## config.mk

```make
export PLATFORM = sky130hd
export DESIGN_NAME = load_store_unit
export DESIGN_NICKNAME = d
export VERILOG_FILES = /design/src/rtl/load_store_unit.sv
export SDC_FILE = /design/constraint.sdc
export NUM_CORES = 1
export LEC_CHECK = 0
export CORE_MARGIN = 4
export CORE_UTILIZATION = 55
export CTS_CLUSTER_SIZE = 14
export DETAILED_ROUTE_END_ITERATION = 6
export DONT_BUFFER_PORTS = 1
export GPL_ROUTABILITY_DRIVEN = 0
export GPL_TIMING_DRIVEN = 0
export HOLD_SLACK_MARGIN = 0.05
export PLACE_DENSITY = 0.72
export SYNTH_ARGS = -nofsm -noshare
export SYNTH_HDL_FRONTEND = slang
export SYNTH_SLANG_ARGS = --single-unit
```

## constraint.sdc

```tcl
create_clock -name clk -period 2.38 [get_ports clk]
set_input_delay 0.238 -clock clk [delete_from_list [all_inputs] [get_ports clk]]
set_output_delay 0.238 -clock clk [all_outputs]
set_load 0.005 [all_outputs]
```

## src/rtl/load_store_unit.sv

```systemverilog
// RV32I load/store unit: one request/ready bus transaction per memory op, with lane strobes and load extension.
// Optional MISALIGN_TRAP_EN: misaligned half/word accesses skip the bus and report bus_err.
module load_store_unit #(
    parameter int TIMEOUT = 16
) (
    input  logic        clk,
    input  logic        rst,
    input  logic        mem_read,
    input  logic        mem_write,
    input  logic [1:0]  mem_size,
    input  logic        mem_unsigned,
    input  logic [31:0] addr,
    input  logic [31:0] wdata,
    output logic [31:0] rdata,
    output logic        stall,
    output logic        bus_err,
    output logic        bus_req,
    output logic        bus_we,
    output logic [31:0] bus_addr,
    output logic [3:0]  bus_wstrb,
    output logic [31:0] bus_wdata,
    input  logic        bus_ready,
    input  logic [31:0] bus_rdata
);

    typedef enum logic [1:0] {IDLE, REQ, DONE} state_t;

    state_t      state, state_nxt;
    logic [1:0]  off_q, size_q;
    logic        uns_q;
    logic [31:0] count;
    logic        req, trap, timeout_hit;
    logic [3:0]  wstrb_c;
    logic [31:0] wdata_c, lane, ext;

    assign req = mem_read | mem_write;

`ifdef MISALIGN_TRAP_EN
    assign trap = (mem_size == 2'b01 && addr[0]) || (mem_size[1] && addr[1:0] != 2'b00);
`else
    assign trap = 1'b0;
`endif

    always_comb begin
        wstrb_c = 4'b1111;
        wdata_c = wdata;
        case (mem_size)
            2'b00: begin
                wstrb_c = 4'b0001 << addr[1:0];
                wdata_c = {4{wdata[7:0]}};
            end
            2'b01: begin
                wstrb_c = 4'b0011 << {addr[1], 1'b0};
                wdata_c = {2{wdata[15:0]}};
            end
            default: ;
        endcase
    end

    // Extraction uses the latched offset/size so late input changes cannot corrupt the result.
    assign lane = bus_rdata >> {off_q, 3'b000};
    always_comb begin
        ext = bus_rdata;
        case (size_q)
            2'b00:   ext = uns_q ? {24'b0, lane[7:0]}  : {{24{lane[7]}}, lane[7:0]};
            2'b01:   ext = uns_q ? {16'b0, lane[15:0]} : {{16{lane[15]}}, lane[15:0]};
            default: ext = bus_rdata;
        endcase
    end

    assign timeout_hit = (TIMEOUT != 0) && (count == 32'(TIMEOUT - 1));
    assign bus_req     = (state == REQ);

    always_comb begin
        state_nxt = state;
        stall     = 1'b0;
        case (state)
            IDLE: if (req) begin
                stall     = 1'b1;
                state_nxt = trap ? DONE : REQ;
            end
            REQ: begin
                stall = 1'b1;
                if (bus_ready || timeout_hit) state_nxt = DONE;
            end
            DONE:    state_nxt = IDLE;
            default: state_nxt = IDLE;
        endcase
    end

    always_ff @(posedge clk) begin
        if (rst) begin
            state     <= IDLE;
            rdata     <= '0;
            bus_err   <= 1'b0;
            bus_we    <= 1'b0;
            bus_addr  <= '0;
            bus_wstrb <= '0;
            bus_wdata <= '0;
            count     <= '0;
            off_q     <= '0;
            size_q    <= '0;
            uns_q     <= 1'b0;
        end else begin
            state <= state_nxt;
            case (state)
                IDLE: begin
                    count <= '0;
                    if (req) begin
                        bus_we    <= mem_write;
                        bus_addr  <= {addr[31:2], 2'b00};
                        bus_wstrb <= mem_write ? wstrb_c : 4'b0000;
                        bus_wdata <= wdata_c;
                        off_q     <= addr[1:0];
                        size_q    <= mem_size;
                        uns_q     <= mem_unsigned;
                        if (trap) begin
                            bus_err <= 1'b1;
                            rdata   <= '0;
                        end
                    end
                end
                REQ: begin
                    if (bus_ready) begin
                        if (!bus_we) rdata <= ext;
                    end else if (timeout_hit) begin
                        rdata   <= '0;
                        bus_err <= 1'b1;
                    end else begin
                        count <= count + 32'd1;
                    end
                end
                DONE:    bus_err <= 1'b0;
                default: ;
            endcase
        end
    end

endmodule

```

==> reports/metrics.cfg, run 1 <==
[setup_path]
r2r_slack_ns=0.1
cp.required_ns=2.73
crit_path_start_kind=register
path_class=reg -> reg
path_depth=7
r2r-end=rdata[1]
path_buf_inv=1
end_kind=register
r2r_cells=7
slowest_delay_ns=0.44
timing.critical_path.from=count[0]
arrival_ns=2.63
cp_slowest_cell=or3b_2
reg2reg_from=count[0]
critPathTopFamily=simple AND/OR/NAND/NOR gates
timing.critical_path.to=rdata[1]
critPathMaxFanout=8
crit_path_cell_trace=ha_1, nand3_4, nand4b_1, o31ai_4, buf_4, or3b_2, o21ai_0

[route]
firstDrtPassIters=5
wire_per_inst_um=19.97
vias=6240
drt_iter0_drc=551
drt_wl_total_um=20450
ant_nets=0
drc=0
vias_per_cell=6.094

[logic_synthesis]
synth_edf_count=0
ys_warn_count=0
synth_flop_cell=dfxtp_1
avgSynthCellArea_um2=8.231
netlist_instances=778
syn-cell-area_um2=6404
synth.distinct_cells=53
yosys.area.top_type=dfxtp_1
async_reset_ff_share_pct=0
synth_area_leaders=dfxtp_1 (43%), nand2_1 (8.8%), a21oi_1 (6.7%), mux2i_1 (5.9%), nor2_1 (3.2%)
ys_seq_elements=139
synth_top_area_share_pct=43.45
seq_area_frac_synth_pct=43.45

[finish]
fill_cells=884
area_growth_syn_to_layout_pct=23.25
final_common_cell=nand2_1
layout-drive-gt1-share_pct=6.932
layout_common_cells=nand2_1 (150), dfxtp_1 (139), a21oi_1 (85)
post-route-util_pct=69.12
nets=975

[die]
initial_core_util_pct=56.08
die-width_um=115.9
dieArea_um2=13430
io_pins=208
die-height_um=115.9
core-area_um2=11420
num_rows=39

[power_and_ir_drop]
ir_drop_v=0.0005656
p_per_area_nw_per_um2=800.8
finalPower_uw=6320
p_leak_uw=0.002904

[clock_network]
cts_tree=done
clockBufferDepth=2
clock_sinks=139
cts_buffers=17
root_buffer=clkbuf_16
cts.clk_slew.worst_paths_ns=0.06
clkLatencyLatePin_ns=0.42
h-tree-depth=4

[job]
cap_violations=0

[timing]
clock-skew-final_ns=0.006366
setup_violations=0
rsz0062_at_grt=true
slew_viol_final=0
min_period_ns=2.282
final-hold-violation-count=0
tns_ns=0
fin_crit_sh_pct=95.89
worst_pin_slew_ns=0.7571
slew-limit-headroom_pct=49.52
finalWorstSetupSlack_ns=0.09791
fmax_mhz=438.2

[place]
preCtsSetupSlack_ns=0.07480
numPortBuffers=0
dp_hpwl_um=14080

[grt]
grt_max_degree=17
grt_usage_pct=30.15
overflow=0
antenna_found_initial=0
grt_first_pass_wirelength_um=32030
grt_pass1_vias=6337

[run_status]
status=completed

[min_path]
hold_path_class=in -> reg

==> registers in the layout (all words and copies together) (netlist names), 2 cells and up <==
| name | flops |
|---|---|
| rdata | 32 |
| bus_addr | 30 |
| state | 2 |
| bus_wdata | 32 |
| off_q | 2 |
| size_q | 2 |
| count | 32 |
| bus_wstrb | 4 |
==> cells in the mapped netlist (all sizes together) (2+ instances only) <==
cell     instances
and2             4
xor2            15
o21ai           34
a21oi           86
xnor2            4
a311oi           9
nand4           12
nand3           18
a22o             9
o22ai            2
o211ai          14
nor4            11
and4             4
nor3             2
nand2          150
a22oi           13
or3b             5
a21o             2
and3            14
nor2            56
inv             11
o2111ai          4
clkbuf          37
clkinv           2
o21bai           2
ha               4
or3             10
o31ai            2
o2bb2ai         14
buf             18
nand2b           4
a211oi           9
mux2i           38
nor2b           11
dfxtp          139
==> power by group <==
| group | internal (µW) | switching [µW] |
|---|---|---|
| Sequential | 2510 | 160 |
| Clock | 1580 | 1050 |
| Combinational | 383 | 643 |
| Total | 4470 | 1850 |
==> per-layer routing <==
metal	GRT usage, %	share of wire [%]
met1	34.41	37
met2	49.37	48
met3	13.05	12
met4	12.92	3.4
met5	0	0
==> what timing repair did <==
action	CTS	global route
buffers inserted	0	2
gates resized for setup	2	12
hold buffers	67	0
endpoints found under the hold margin	68	0
pin swaps	0	2
endpoints found under the setup margin	1	34
==> how the worst min path moves through the flow <==
stage | cells past startpoint | end | startpoint
final | 2 | bus_wdata[30] | wdata[30]
after global routing | 2 | bus_wdata[18] | wdata[2]
after CTS | 2 | bus_wdata[18] | wdata[2]
after detailed placement | 2 | bus_addr[31] | addr[31]
after global placement | 2 | bus_addr[30] | addr[30]
after floorplan | 2 | uns_q | mem_unsigned
==> cell type report <==
cell class / count / area (µm²) / share of cell area (%)
clock inverter: 13 / 141.4 / 1.791
timing repair buffer: 69 / 685.7 / 8.687
antenna: 1 / 2.502 / 0.03171
sequential: 139 / 2783 / 35.26
clock buffer: 19 / 442.9 / 5.612
buffer: 55 / 256.5 / 3.250
multi-input combinational: 572 / 3353 / 42.49
inverter: 13 / 48.80 / 0.6183
tap: 143 / 178.9 / 2.267
==> stage by stage <==
| step | area (µm²) | cells | hold WS, ns |
|---|---|---|---|
| 6_report | 7893 | 1024 | 0.05195 |
| 4_1_cts | 7844 | 1021 | 0.05096 |
| 3_5_place_dp | 6586 | 922 | 0.3814 |
| 2_1_floorplan | 6407 | 779 | 0.3740 |
| 5_1_grt | 7890 | 1023 | 0.05805 |
| 3_3_place_gp | 6586 | 922 | 0.3769 |
==> worst register-to-register path, cell delays in order (launching register included) <==
cell and delay [ns]:
dfxtp_1 0.39, ha_1 0.25, nand3_4 0.15, nand4b_1 0.38, o31ai_4 0.35, buf_4 0.17
or3b_2 0.44, o21ai_0 0.08
==> kinds of logic after synthesis <==
group / count (synthesis) / share of synthesized area, %
mux: 39 / 6.291
other cells: 1 / 0.05856
fa+ha+maj: 4 / 0.7816
compound gates: 204 / 20.44
simple gates: 304 / 21.84
xor+xnor: 19 / 2.599
flops: 139 / 43.45
buf+inv: 68 / 4.533
(Power assumes the default switching activity.)
==> run 2: changes to the inputs <==
--- a/config.mk
+++ b/config.mk
@@ -14,6 +14,7 @@
 export GPL_TIMING_DRIVEN = 0
 export HOLD_SLACK_MARGIN = 0.05
 export PLACE_DENSITY = 0.72
+export SETUP_SLACK_MARGIN = 0.4
 export SYNTH_ARGS = -nofsm -noshare
 export SYNTH_HDL_FRONTEND = slang
 export SYNTH_SLANG_ARGS = --single-unit
==> run 2 against run 1 <==
Effect of this change:
- first-iteration DRC count fell by 5.8%
- clock power barely moved
- largest cell class unchanged
- clock skew rose by 0.0021 ns
- non-clock buffer count rose by 16
- highest routed layer unchanged
- global-route usage rose by 0.65 points
==> reports/metrics.cfg, run 2 (synthesis results as in run 1) <==
[timing]
fmax_mhz=503.7  ; was 438.2 MHz
slew-limit-headroom_pct=49.59  ; was 49.52%
rsz0062_at_grt=true  ; unchanged
worst_pin_slew_ns=0.7562  ; was 0.7571 ns
min_period_ns=1.985  ; was 2.282 ns
tns_ns=0  ; unchanged
slew_viol_final=0  ; unchanged
hold-worst-slack_ns=0.04559  ; was 0.05195 ns
fin_crit_sh_pct=83.42  ; was 95.89%
final-hold-violation-count=0  ; unchanged
setup_violations=0  ; unchanged
clock-skew-final_ns=0.008465  ; was 0.006366 ns

[clock_network]
cts_tree=done  ; unchanged
cts.clk_slew.worst_paths_ns=0.06  ; about the same
root_buffer=clkbuf_16  ; unchanged
clkLatencyLatePin_ns=0.43  ; was 0.42 ns
clock_sinks=139  ; unchanged
h-tree-depth=4  ; unchanged
cts_buffers=17  ; unchanged
clockBufferDepth=2  ; unchanged

[setup_path]
critPathMaxFanout=8  ; unchanged
path_buf_inv=3  ; was 1
crit_top_cell=buf_6
slowest_delay_ns=0.37  ; was 0.44 ns
crit_path_cell_trace=ha_4, nand3_4, nand4b_1, buf_6, o31ai_4, buf_4, nor2_4, buf_6, a22o_1  ; was ha_1, nand3_4, nand4b_1, o31ai_4, buf_4, or3b_2, o21ai_0
r2r_slack_ns=0.39  ; was 0.1 ns
arrival_ns=2.30  ; was 2.63 ns
reg2reg_from=count[1]  ; was count[0]
r2r-end=rdata[15]  ; was rdata[1]
crit_path_start_kind=register  ; unchanged
timing.critical_path.from=count[1]  ; was count[0]
r2r_cells=9  ; was 7
end_kind=register  ; unchanged
path_depth=9  ; was 7
path_class=reg -> reg  ; unchanged
critPathTopFamily=compound AO/OA/AOI/OAI gates  ; was simple AND/OR/NAND/NOR gates
timing.critical_path.to=rdata[15]  ; was rdata[1]
cp.required_ns=2.70  ; was 2.73 ns
cp_slowest_cell=dfxtp_4  ; was or3b_2

[min_path]
whs_path_depth=2  ; unchanged
hold_path_class=in -> reg  ; unchanged

[power_and_ir_drop]
ir_drop_v=0.0005930  ; was 0.0005656 V
p_leak_uw=0.003072  ; was 0.002904 µW
p_per_area_nw_per_um2=781.5  ; was 800.8 nW/µm²

[finish]
design_area_um2=8220  ; was 7893 µm²
final_common_cell=nand2_1  ; unchanged
instances_no_fill=1040  ; was 1024
post-route-util_pct=71.99  ; was 69.12%
nets=991  ; was 975
fill_cells=845  ; was 884
area_growth_syn_to_layout_pct=28.37  ; was 23.25%
layout_common_cells=nand2_1 (150), dfxtp_1 (129), a21oi_1 (84)  ; was nand2_1 (150), dfxtp_1 (139), a21oi_1 (85)
reg_top3=bus_wdata: 32 flops, count: 32 flops, rdata: 32 flops  ; unchanged
regArea_um2=2800  ; was 2783 µm²
multi_input_area_um2=3495  ; was 3353 µm²
layout-drive-gt1-share_pct=13.28  ; was 6.932%

[die]
io_pins=208  ; unchanged
core-area_um2=11420  ; unchanged
die-height_um=115.9  ; unchanged
initial_core_util_pct=56.08  ; unchanged
num_rows=39  ; unchanged
die-width_um=115.9  ; unchanged
dieArea_um2=13430  ; unchanged

[grt]
grt_pass1_vias=6461  ; was 6337
overflow=0  ; unchanged
grt_first_pass_wirelength_um=32670  ; was 32030 µm
antenna_found_initial=0  ; unchanged
grt_max_degree=17  ; unchanged
grt_usage_pct=30.80  ; was 30.15%

[route]
wire_per_inst_um=20.37  ; was 19.97 µm
vias=6438  ; was 6240
drc=0  ; unchanged
drt_wl_total_um=21190  ; was 20450 µm
vias_per_cell=6.190  ; was 6.094
ant_nets=0  ; unchanged
firstDrtPassIters=5  ; unchanged
drt_iter0_drc=519  ; was 551

[place]
dpl_cell_area_um2=6586  ; unchanged
numPortBuffers=0  ; unchanged
dp_hpwl_um=14080  ; unchanged
dp_cells=922  ; unchanged

[job]
cap_violations=0  ; unchanged

[run_status]
status=completed  ; unchanged

==> run 2: stage by stage <==
step,setup WS [ns],power (µW)
after floorplan,0.4642,3346
after global placement,0.1151,3563
after detailed placement,0.07480,3605
after CTS,0.2759,6318
after global routing,0.3236,6671
final,0.3945,6424
==> run 2: final cells by class <==
| class | count | area share, % |
|---|---|---|
| multi-input cells | 572 | 42.51 |
| flip-flops and latches | 139 | 34.06 |
| well taps | 143 | 2.177 |
| inverters | 13 | 0.6393 |
| repair buffers | 85 | 9.848 |
| clock inverters | 13 | 1.720 |
| plain buffers | 55 | 3.623 |
| diodes | 1 | 0.03044 |
| clock buffers | 19 | 5.388 |
==> run 2: what timing repair did <==
action / in CTS / in global routing
cloned: 1 / 0
resized for setup: 28 / 62
buffers inserted: 8 / 8
endpoints found under the setup margin: 120 / 119
endpoints found under the hold margin: 69 / 0
pin swaps: 8 / 12
hold buffers: 68 / 0
==> run 2: how the worst min path moves through the flow <==
| stage | startpoint | to | slack (ns) |
|---|---|---|---|
| 6_report | wdata[30] | bus_wdata[30] | 0.05 |
| 5_1_grt | wdata[2] | bus_wdata[18] | 0.06 |
| 4_1_cts | wdata[2] | bus_wdata[18] | 0.05 |
| 3_5_place_dp | addr[31] | bus_addr[31] | 0.38 |
| 3_3_place_gp | addr[30] | bus_addr[30] | 0.38 |
| 2_1_floorplan | mem_unsigned | uns_q | 0.37 |
==> run 2: power breakdown <==
part           internal [µW]  switching (µW)
combinational            441             672
sequential              2510             164
clock                   1570            1060
==> run 2: layer usage <==
metal	up-vias	global-route usage (%)	routed length, µm
met1	3011	34.71	7741
li1	2969	-	-
met4	0	13.38	779
met5	-	0	0
met3	78	13.00	2444
met2	380	51.09	10220
==> run 2: worst reg2reg max path: stages (launching register included) <==
cell and delay [ns]:
dfxtp_4 0.37, ha_4 0.16, nand3_4 0.09, nand4b_1 0.21, buf_6 0.16, o31ai_4 0.31
buf_4 0.18, nor2_4 0.06, buf_6 0.15, a22o_1 0.20
==> run 3: changes to the inputs <==
--- a/config.mk
+++ b/config.mk
@@ -13,7 +13,7 @@
 export GPL_ROUTABILITY_DRIVEN = 0
 export GPL_TIMING_DRIVEN = 0
 export HOLD_SLACK_MARGIN = 0.05
-export PLACE_DENSITY = 0.72
+export PLACE_DENSITY = 0.75
 export SETUP_SLACK_MARGIN = 0.4
 export SYNTH_ARGS = -nofsm -noshare
 export SYNTH_HDL_FRONTEND = slang
==> constraint.sdc (replaced) <==
create_clock -name clk -period 1.65 [get_ports clk]
set_input_delay 0.165 -clock clk [delete_from_list [all_inputs] [get_ports clk]]
set_output_delay 0.165 -clock clk [all_outputs]
set_load 0.005 [all_outputs]
==> run 3 against run 2 <==
Effect of this change:
- the run now ends with DRC, setup timing left
- clock skew down 0.0013 ns
- non-clock buffer count up 61
- setup slack worse by 0.89 ns
==> reports/metrics.cfg, run 3 (synthesis results as in run 1) <==
[clock_network]
cts_tree=done  ; unchanged
cts.clk_slew.worst_paths_ns=0.06  ; about the same
clock_sinks=139  ; unchanged
clockBufferDepth=2  ; unchanged
h-tree-depth=4  ; unchanged
root_buffer=clkbuf_16  ; unchanged
clkLatencyLatePin_ns=0.43  ; about the same
cts_buffers=17  ; unchanged

[finish]
area_growth_syn_to_layout_pct=57.09  ; was 28.37%
final_common_cell=dfxtp_1  ; was nand2_1
n_antenna_cell=0  ; was 1
layout-drive-gt1-share_pct=33.54  ; was 13.28%
reg_top3=bus_wdata: 32 flops, count: 32 flops, rdata: 32 flops  ; unchanged
post-route-util_pct=88.10  ; was 71.99%
fill_cells=470  ; was 845
layout_common_cells=dfxtp_1 (120), nand2_1 (105), dlygate4sd3_1 (92)  ; was nand2_1 (150), dfxtp_1 (129), a21oi_1 (84)
instances_no_fill=1100  ; was 1040
nets=1052  ; was 991

[run_status]
status=complete, but fails checks  ; was completed
failed_checks=DRC, setup timing

[die]
initial_core_util_pct=56.08  ; unchanged
dieArea_um2=13430  ; unchanged
die-height_um=115.9  ; unchanged
core-area_um2=11420  ; unchanged
num_rows=39  ; unchanged
die-width_um=115.9  ; unchanged
io_pins=208  ; unchanged

[timing]
rsz0062_at_grt=true  ; unchanged
slew-limit-headroom_pct=42.03  ; was 49.59%
final-hold-violation-count=0  ; unchanged
setup_violations=136  ; was 0
clock-skew-final_ns=0.007201  ; was 0.008465 ns
min_period_ns=2.144  ; was 1.985 ns
fin_crit_sh_pct=130.0  ; was 83.42%
slew_viol_final=0  ; unchanged
finalWorstSetupSlack_ns=-0.4945  ; was 0.3945 ns
worst_pin_slew_ns=0.8695  ; was 0.7562 ns
fmax_mhz=466.3  ; was 503.7 MHz

[place]
dp_cells=922  ; unchanged
preCtsSetupSlack_ns=-0.5669  ; was 0.07480 ns
numPortBuffers=0  ; unchanged
dp_hpwl_um=13750  ; was 14080 µm

[setup_path]
path_class=reg -> reg  ; unchanged
end_kind=register  ; unchanged
arrival_ns=2.46  ; was 2.30 ns
critPathMaxFanout=7  ; was 8
crit_path_cell_trace=nor4_1, nand4_1, buf_4, buf_6, buf_6, o211ai_1, xor2_1, nor2_1  ; was ha_4, nand3_4, nand4b_1, buf_6, o31ai_4, buf_4, nor2_4, buf_6, a22o_1
cp.required_ns=1.96  ; was 2.70 ns
cp_slowest_cell=dfxtp_2  ; was dfxtp_4
crit_path_start_kind=register  ; unchanged
slowest_delay_ns=0.37  ; about the same
crit_top_cell=buf_6  ; unchanged

[power_and_ir_drop]
p_per_area_nw_per_um2=1101  ; was 781.5 nW/µm²
ir_drop_v=0.001147  ; was 0.0005930 V
p_leak_uw=0.003757  ; was 0.003072 µW

[route]
ant_nets=0  ; unchanged
drt_iter0_drc=1042  ; was 519
vias=7824  ; was 6438
drc=2  ; was 0
vias_per_cell=7.113  ; was 6.190
wire_per_inst_um=28.04  ; was 20.37 µm
firstDrtPassIters=7  ; was 5
drt_wl_total_um=30850  ; was 21190 µm

[grt]
grt_pass1_vias=7430  ; was 6461
grt_usage_pct=37.51  ; was 30.80%
antenna_found_initial=0  ; unchanged
grt_first_pass_wirelength_um=39200  ; was 32670 µm
overflow=0  ; unchanged
grt_max_degree=17  ; unchanged

[min_path]
hold_path_class=in -> reg  ; unchanged

[job]
cap_violations=0  ; unchanged

## run 3: cell types whose count changed in the layout (fill, tap and decap cells not counted), moves of 9 or more
cell / change
a211oi_2: +9
a21oi_1: -54
a211oi_1: -9
buf_6: +20
dfxtp_1: -9
nand2_2: +34
a21oi_2: +53
nand2_4: +11
dlygate4sd3_1: +24
o21ai_0: -10
clkbuf_16: +9
buf_8: +16
nand2_1: -45
## run 3: power by group
part	internal, µW	leakage (µW)	switching (µW)
sequential	3610	0.00115	283
combinational	1330	0.00230	1600
clock	2620	0.000310	1620
## run 3: path summary, 6_finish.rpt
check	startpoint	to	slack, ns	cells after the start
min reg2reg	rdata[24]	rdata[24]	0.48	2
max reg2reg	count[4]	count[14]	-0.49	8
min	wdata[7]	bus_wdata[23]	0.09	2
max	count[4]	count[14]	-0.49	8
## run 3: repair_timing
item,in CTS,in global routing
gates cloned,12,1
hold buffers,91,1
setup endpoints to repair,139,141
gates resized for setup,216,91
hold endpoints to repair,93,1
buffers inserted,25,16
pin swaps,52,51
## run 3: per-stage QoR
stage	power, µW	cell area (µm²)	setup TNS (ns)	hold slack [ns]
after floorplan	4980	6629	-1.832	0.3010
after global placement	5291	6808	-19.24	0.3046
after detailed placement	5344	6808	-20.31	0.3078
after CTS	10310	9579	-9.114	0.05197
after global routing	11270	10060	-37.32	0.09712
final	11080	10060	-35.33	0.08818
## run 3: layer usage
layer	part of all wire (%)	global-route usage, %	routed length (µm)
met5	0	0	0
met1	33	41.10	10130
met4	8.4	22.04	2577
met2	47	63.83	14530
met3	12	11.64	3610
## run 3: critical path: cells and delay by family (launching register included)
family,cells,cell delay [ns]
AO/OA/AOI/OAI,1,0.32
flip-flops,1,0.37
buffers and inverters,3,0.47
XOR/XNOR,1,0.25
AND/OR/NAND/NOR,3,0.60
## run 3: area by class of cell
| cell class | instances | area, µm² | share of cell area [%] |
|---|---|---|---|
| Multi-Input combinational cell | 572 | 4259 | 42.34 |
| Inverter | 13 | 56.30 | 0.5597 |
| Tap cell | 143 | 178.9 | 1.779 |
| Timing Repair Buffer | 146 | 1578 | 15.68 |
| Sequential cell | 139 | 2831 | 28.15 |
| Buffer | 55 | 514.2 | 5.112 |
| Clock buffer | 19 | 452.9 | 4.503 |
| Clock inverter | 13 | 188.9 | 1.878 |
